<file path="config.mk">
export PLATFORM = sky130hd
export DESIGN_NAME = ahb_sram_slave
export DESIGN_NICKNAME = d
export VERILOG_FILES = /design/src/rtl/ahb_sram_pkg.sv /design/src/rtl/ahb_byte_lane_dec.sv /design/src/rtl/ahb_sram_slave.sv
export SDC_FILE = /design/constraint.sdc
export NUM_CORES = 1
export LEC_CHECK = 0
export CAP_MARGIN = 20
export CORE_ASPECT_RATIO = 0.6
export CORE_MARGIN = 5
export CORE_UTILIZATION = 38
export DETAILED_ROUTE_END_ITERATION = 16
export MAX_ROUTING_LAYER = met4
export PLACE_DENSITY_LB_ADDON = 0.15
export SYNTH_ARGS = -nofsm -noshare
export SYNTH_HDL_FRONTEND = slang
export SYNTH_SLANG_ARGS = --single-unit
export TNS_END_PERCENT = 30
</file>
<file path="constraint.sdc">
create_clock -name CLK -period 3.61 [get_ports CLK]
set_clock_uncertainty 0.1 [all_clocks]
set_input_delay 0.722 -clock CLK [delete_from_list [all_inputs] [get_ports CLK]]
set_output_delay 0.722 -clock CLK [all_outputs]
set_load 0.005 [all_outputs]
</file>
<file path="src/rtl/ahb_sram_pkg.sv">
// Shared AHB-Lite encodings and FSM states
// for the SRAM slave and its byte-lane decoder.
package ahb_sram_pkg;

  localparam logic [1:0] HTRANS_IDLE   = 2'b00;
  localparam logic [1:0] HTRANS_BUSY   = 2'b01;
  localparam logic [1:0] HTRANS_NONSEQ = 2'b10;
  localparam logic [1:0] HTRANS_SEQ    = 2'b11;

  localparam logic [2:0] HSIZE_BYTE = 3'b000;
  localparam logic [2:0] HSIZE_HALF = 3'b001;
  localparam logic [2:0] HSIZE_WORD = 3'b010;

  typedef enum logic [1:0] {
    ST_IDLE,
    ST_READ,
    ST_WRITE,
    ST_ERROR
  } state_e;

endpackage

</file>
<file path="src/rtl/ahb_byte_lane_dec.sv">
// Byte-lane enable decode from HSIZE/HADDR[1:0]
// plus size/alignment legality check.
module ahb_byte_lane_dec
  import ahb_sram_pkg::*;
(
  input  logic [2:0] i_size,
  input  logic [1:0] i_addr,
  output logic [3:0] o_be,
  output logic       o_err
);

  // Lane select and error flag for one transfer
  always_comb begin
    o_be  = 4'b0000;
    o_err = 1'b0;
    unique case (1'b1)
      (i_size == HSIZE_BYTE): begin
        o_be = 4'b0001 << i_addr;
      end
      (i_size == HSIZE_HALF): begin
        o_be  = i_addr[1] ? 4'b1100 : 4'b0011;
        o_err = i_addr[0];
      end
      (i_size == HSIZE_WORD): begin
        o_be  = 4'b1111;
        o_err = |i_addr;
      end
      default: begin
        o_err = 1'b1;
      end
    endcase
  end

endmodule

</file>
<file path="src/rtl/ahb_sram_slave.sv">
// AHB-Lite slave in front of a synchronous SRAM
// with programmable wait states and error response.
module ahb_sram_slave
  import ahb_sram_pkg::*;
#(
  parameter int ADDR_WIDTH  = 14,
  parameter int WAIT_STATES = 1
) (
  input  logic                  CLK,
  input  logic                  nRST,
  input  logic                  HSEL,
  input  logic [31:0]           HADDR,
  input  logic [1:0]            HTRANS,
  input  logic                  HWRITE,
  input  logic [2:0]            HSIZE,
  input  logic [31:0]           HWDATA,
  input  logic                  HREADY,
  output logic [31:0]           HRDATA,
  output logic                  HREADYOUT,
  output logic                  HRESP,
  output logic [ADDR_WIDTH-1:0] ram_addr,
  output logic                  ram_ren,
  output logic                  ram_wen,
  output logic [3:0]            ram_byte_en,
  output logic [31:0]           ram_wdata,
  input  logic [31:0]           ram_rdata
);

  state_e                r_state;
  state_e                w_state_n;
  logic [2:0]            r_cnt;
  logic [2:0]            w_cnt_n;
  logic                  r_first;
  logic                  w_first_n;
  logic [ADDR_WIDTH-1:0] r_addr;
  logic [3:0]            r_be;
  logic                  r_cap;
  logic [31:0]           r_hrdata;

  logic [3:0]            w_be;
  logic                  w_err;
  logic                  w_done;
  logic                  w_accept;
  logic                  w_ready;
  logic                  w_resp;
  logic                  w_ren;
  logic                  w_wen;
  logic                  w_unused;

  assign w_unused = ^HADDR[31:ADDR_WIDTH+2];

  ahb_byte_lane_dec u_dec (
    .i_size (HSIZE),
    .i_addr (HADDR[1:0]),
    .o_be   (w_be),
    .o_err  (w_err)
  );

  // Next state, counter and bus/RAM strobes
  always_comb begin
    w_state_n = r_state;
    w_cnt_n   = r_cnt;
    w_first_n = r_first;
    w_done    = 1'b0;
    w_accept  = 1'b0;
    w_ready   = 1'b1;
    w_resp    = 1'b0;
    w_ren     = 1'b0;
    w_wen     = 1'b0;
    unique case (r_state)
      ST_IDLE: begin
        w_done = 1'b1;
      end
      ST_READ: begin
        if (r_first) begin
          w_ren     = 1'b1;
          w_ready   = 1'b0;
          w_first_n = 1'b0;
        end else if (r_cnt != 3'd0) begin
          w_ready = 1'b0;
          w_cnt_n = r_cnt - 3'd1;
        end else begin
          w_done = 1'b1;
        end
      end
      ST_WRITE: begin
        if (r_cnt != 3'd0) begin
          w_ready = 1'b0;
          w_cnt_n = r_cnt - 3'd1;
        end else begin
          w_wen  = 1'b1;
          w_done = 1'b1;
        end
      end
      ST_ERROR: begin
        w_resp = 1'b1;
        if (r_first) begin
          w_ready   = 1'b0;
          w_first_n = 1'b0;
        end else begin
          w_done = 1'b1;
        end
      end
      default: begin
        w_state_n = ST_IDLE;
      end
    endcase
    w_accept = w_done && HSEL && HREADY &&
               (HTRANS == HTRANS_NONSEQ ||
                HTRANS == HTRANS_SEQ);
    if (w_done) begin
      w_state_n = ST_IDLE;
      if (w_accept) begin
        w_first_n = 1'b1;
        w_cnt_n   = 3'(WAIT_STATES);
        if (w_err) begin
          w_state_n = ST_ERROR;
        end else if (HWRITE) begin
          w_state_n = ST_WRITE;
        end else begin
          w_state_n = ST_READ;
        end
      end
    end
  end

  // FSM, wait counter and phase flag
  always_ff @(posedge CLK or negedge nRST) begin
    if (!nRST) begin
      r_state <= ST_IDLE;
      r_cnt   <= 3'd0;
      r_first <= 1'b0;
    end else begin
      r_state <= w_state_n;
      r_cnt   <= w_cnt_n;
      r_first <= w_first_n;
    end
  end

  // Address-phase capture and read-data hold
  always_ff @(posedge CLK or negedge nRST) begin
    if (!nRST) begin
      r_addr   <= '0;
      r_be     <= 4'b0000;
      r_cap    <= 1'b0;
      r_hrdata <= 32'd0;
    end else begin
      r_cap <= w_ren;
      if (r_cap) begin
        r_hrdata <= ram_rdata;
      end
      if (w_accept && !w_err) begin
        r_addr <= HADDR[ADDR_WIDTH+1:2];
        r_be   <= w_be;
      end
    end
  end

  assign HREADYOUT   = w_ready;
  assign HRESP       = w_resp;
  assign ram_ren     = w_ren;
  assign ram_wen     = w_wen;
  assign ram_addr    = (w_ren | w_wen) ? r_addr : '0;
  assign ram_byte_en = (w_ren | w_wen) ? r_be : 4'b0000;
  assign ram_wdata   = w_wen ? HWDATA : 32'd0;
  assign HRDATA      = r_cap ? ram_rdata : r_hrdata;

endmodule

</file>
==> flow_metrics.py <==
metrics = {
    "sta": {
        "rsz0062_at_grt": "no",
        "slew_headroom_pct": 61.3,
        "hold_violations": 0,
        "setup_violations": 0,
        "setup_slack_ns": 0.296,
        "fin_crit_ns": 3.31,
        "worst_pin_slew_ns": 0.581,
        "drv_slew": 0,
        "finalCritPeriodShare_pct": 91.8,
        "fmax_ghz": 0.302,
        "setup_tns_ns": 0,
    },
    "power": {
        "p_total_w": 0.00294,
        "power_density_nw_per_um2": 593,
        "pwr-share-seq_pct": 33.4,
        "max-vdd-ir-drop_uv": 273,
        "p_clk_share_pct": 28.3,
        "p_comb_share_pct": 38.3,
        "p_switching_w": 0.000753,
        "power.leakage_nw": 2.18,
        "p_int_w": 0.00218,
        "sw_frac_of_total_pct": 25.7,
    },
    "synth": {
        "syn_nets": 346,
        "synth_area_sq_um": 2800,
        "synthDistinctLibCells": 31,
        "ys_ff_latch": 57,
        "synth_top_area_share_pct": 50.9,
        "synth_area_leaders": "dfrtp_1, mux2_2, and3_1",
        "seq_area_frac_synth_pct": 50.9,
        "syn_inst": 234,
        "syn_area_per_cell_sq_um": 12.0,
        "yosysTopAreaCell": "dfrtp_1",
        "ys_warn_count": 0,
    },
    "route": {
        "vias_per_cell": 4.73,
        "num_vias": 2401,
        "drc": 0,
        "drtIter0Drc": 120,
        "post_drt_wl_per_cell_um": 16.0,
        "firstDrtPassIters": 4,
        "drt_wl_total_mm": 8.14,
        "antenna_left": 0,
    },
    "cells_and_area": {
        "final_common_cell": "clkdlybuf4s50_1",
        "multi_input_area_sq_um": 1270,
        "nets": 525,
        "post-route-util_pct": 68.7,
        "fillers": 560,
        "drive_gt1_share_pct": 17.7,
        "synthToLayoutAreaGrowth_pct": 76.7,
        "final_cell_mix": "clkdlybuf4s50_1, dfrtp_1, mux2_2",
        "n_antenna_cell": 0,
        "final-seq-area_sq_um": 1430,
        "instances_no_fill": 508,
    },
    "critical_path": {
        "end_kind": "output port",
        "cp-start-kind": "register",
        "rr_worst_depth": 8,
        "cp_max_fo": 18,
        "crit_required_ns": 2.79,
        "critical_path.startpoint": "r_cnt[0]$_DFF_PN0_",
        "rr_endpoint": "r_addr[4]$_DFFE_PN0P_",
        "reg2reg_slack_ns": 1.30,
        "crit_type": "reg2out",
        "rr_startpoint": "r_cnt[0]$_DFF_PN0_",
        "crit_arrival_ns": 2.49,
    },
    "cts": {
        "cts_sinks": 57,
        "cts_tree": "built",
        "cts-root-buf": "clkbuf_16",
        "postCtsSetupBuffers": 0,
        "htreeDepth": 3,
        "clk_path_buf_depth": 2,
        "cts_made_buffers": 9,
        "clock_latency_ns": 0.31,
        "cts_hold_buf": 0,
        "clk_pin_slew_ns": 0.05,
        "cts_repair_resize_count": 0,
    },
    "place": {
        "dp_hpwl_mm": 6.33,
        "gp_congestion": 0.730,
        "numPlacedInstances": 493,
        "portBuffers": 174,
        "dp_slack_ns": 0.581,
    },
    "die": {
        "die-area_sq_um": 9250,
        "die_x_um": 121,
        "num_io_pins": 192,
        "rows": 24,
        "die_h_um": 76.5,
        "start_util_pct": 38.9,
        "core_sq_um": 7210,
    },
    "grt": {
        "grt_pass1_vias": 2564,
        "antenna_found_initial": 0,
        "grt_overflow": 0,
        "grt_pass1_wl_mm": 13.4,
        "grt_usage_pct": 18.4,
        "grt_max_degree": 38,
    },
    "worst_hold_path": {
        "hold_path.class": "in2async",
    },
    "run": {
        "drv_cap": 0,
    },
    "status": {
        "status": "completed",
    },
}
## cells by family (layout without fill, tap and decap cells)
kind of cell               Yosys count  in the layout  share of synthesized area, %
adders and majority gates            6              6                          2.68
DFF                                 57             57                          50.9
AOI/OAI and AO/OA                   24             24                          5.94
muxes                               50             50                          20.9
and+or+nand+nor                     72             72                          15.7
buffers and inverters               25            208                          3.93
## power groups by stage
stage	Combinational, W	Clock, W	Sequential, W
2_1_floorplan	0.000493	0	0.000960
3_3_place_gp	0.00111	0	0.000977
3_5_place_dp	0.00114	0	0.000989
4_1_cts	0.00115	0.000846	0.000983
5_1_grt	0.00123	0.000882	0.00101
6_report	0.00112	0.000831	0.000980
## routing by layer
metal,up-vias,wire (um),track usage [%]
li1,1166,-,-
met1,1148,3730,24.5
met2,83,3840,28.4
met3,4,544,5.42
met4,0,22,3.05
met5,-,0,-
## worst max-delay path, stage by stage (launching register included)
cell	delay, ns
dfrtp_1	0.36
inv_1	0.11
ha_1	0.20
and2b_2	0.16
and2_1	0.13
nand2b_1	0.47
and2_1	0.23
clkdlybuf4s50_1	0.53
## sequential cells by signal, summed over array words and instances (netlist names)
name and count:
r_cap 1, r_addr 14, r_cnt 3, r_state 2
r_hrdata 32, r_first 1, r_be 4
## worst max path at each step
stage	to	slack, ns	cells after the start
finish	ram_byte_en[3]	0.30	7
global route	ram_byte_en[1]	0.07	7
CTS	ram_byte_en[1]	0.21	7
detailed placement	ram_addr[1]	0.58	7
global placement	ram_byte_en[3]	0.58	7
floorplan	ram_addr[10]	1.17	7
## final cells by class
type | instances | share of cell area [%]
Sequential cell | 57 | 28.8
Clock inverter | 2 | 0.758
Multi-Input combinational cell | 152 | 25.6
Timing Repair Buffer | 181 | 36.4
Inverter | 12 | 0.910
Tap cell | 91 | 2.30
Clock buffer | 13 | 5.26
## synth_stat cells
library cell and count:
dfrtp_1 57, mux2_2 40, and3_1 32, and2_1 19, inv_1 12, clkbuf_1 9
mux2_4 7, o21ai_0 7, a21oi_1 6, ha_1 6, nor2_1 5, a21o_1 3
buf_1 3, mux2i_1 3, nand2_1 3, nand2b_1 3, nor2b_1 3, o2bb2ai_1 2
or2_2 2, a211oi_1 1, a211oi_4 1, a311oi_1 1, and2b_1 1, and2b_2 1
buf_12 1, nand3_1 1, nor4_2 1, o211ai_1 1, o21ai_2 1, o31a_1 1
or3_1 1
## stage by stage
step	hold WS (ns)	instance area, sq um
final	0.257	4950
after global routing	0.296	4950
after CTS	0.272	4950
after detailed placement	0.384	4650
after global placement	0.378	4650
after floorplan	0.326	2800
No activity file was read; power rests on OpenSTA's default activity.
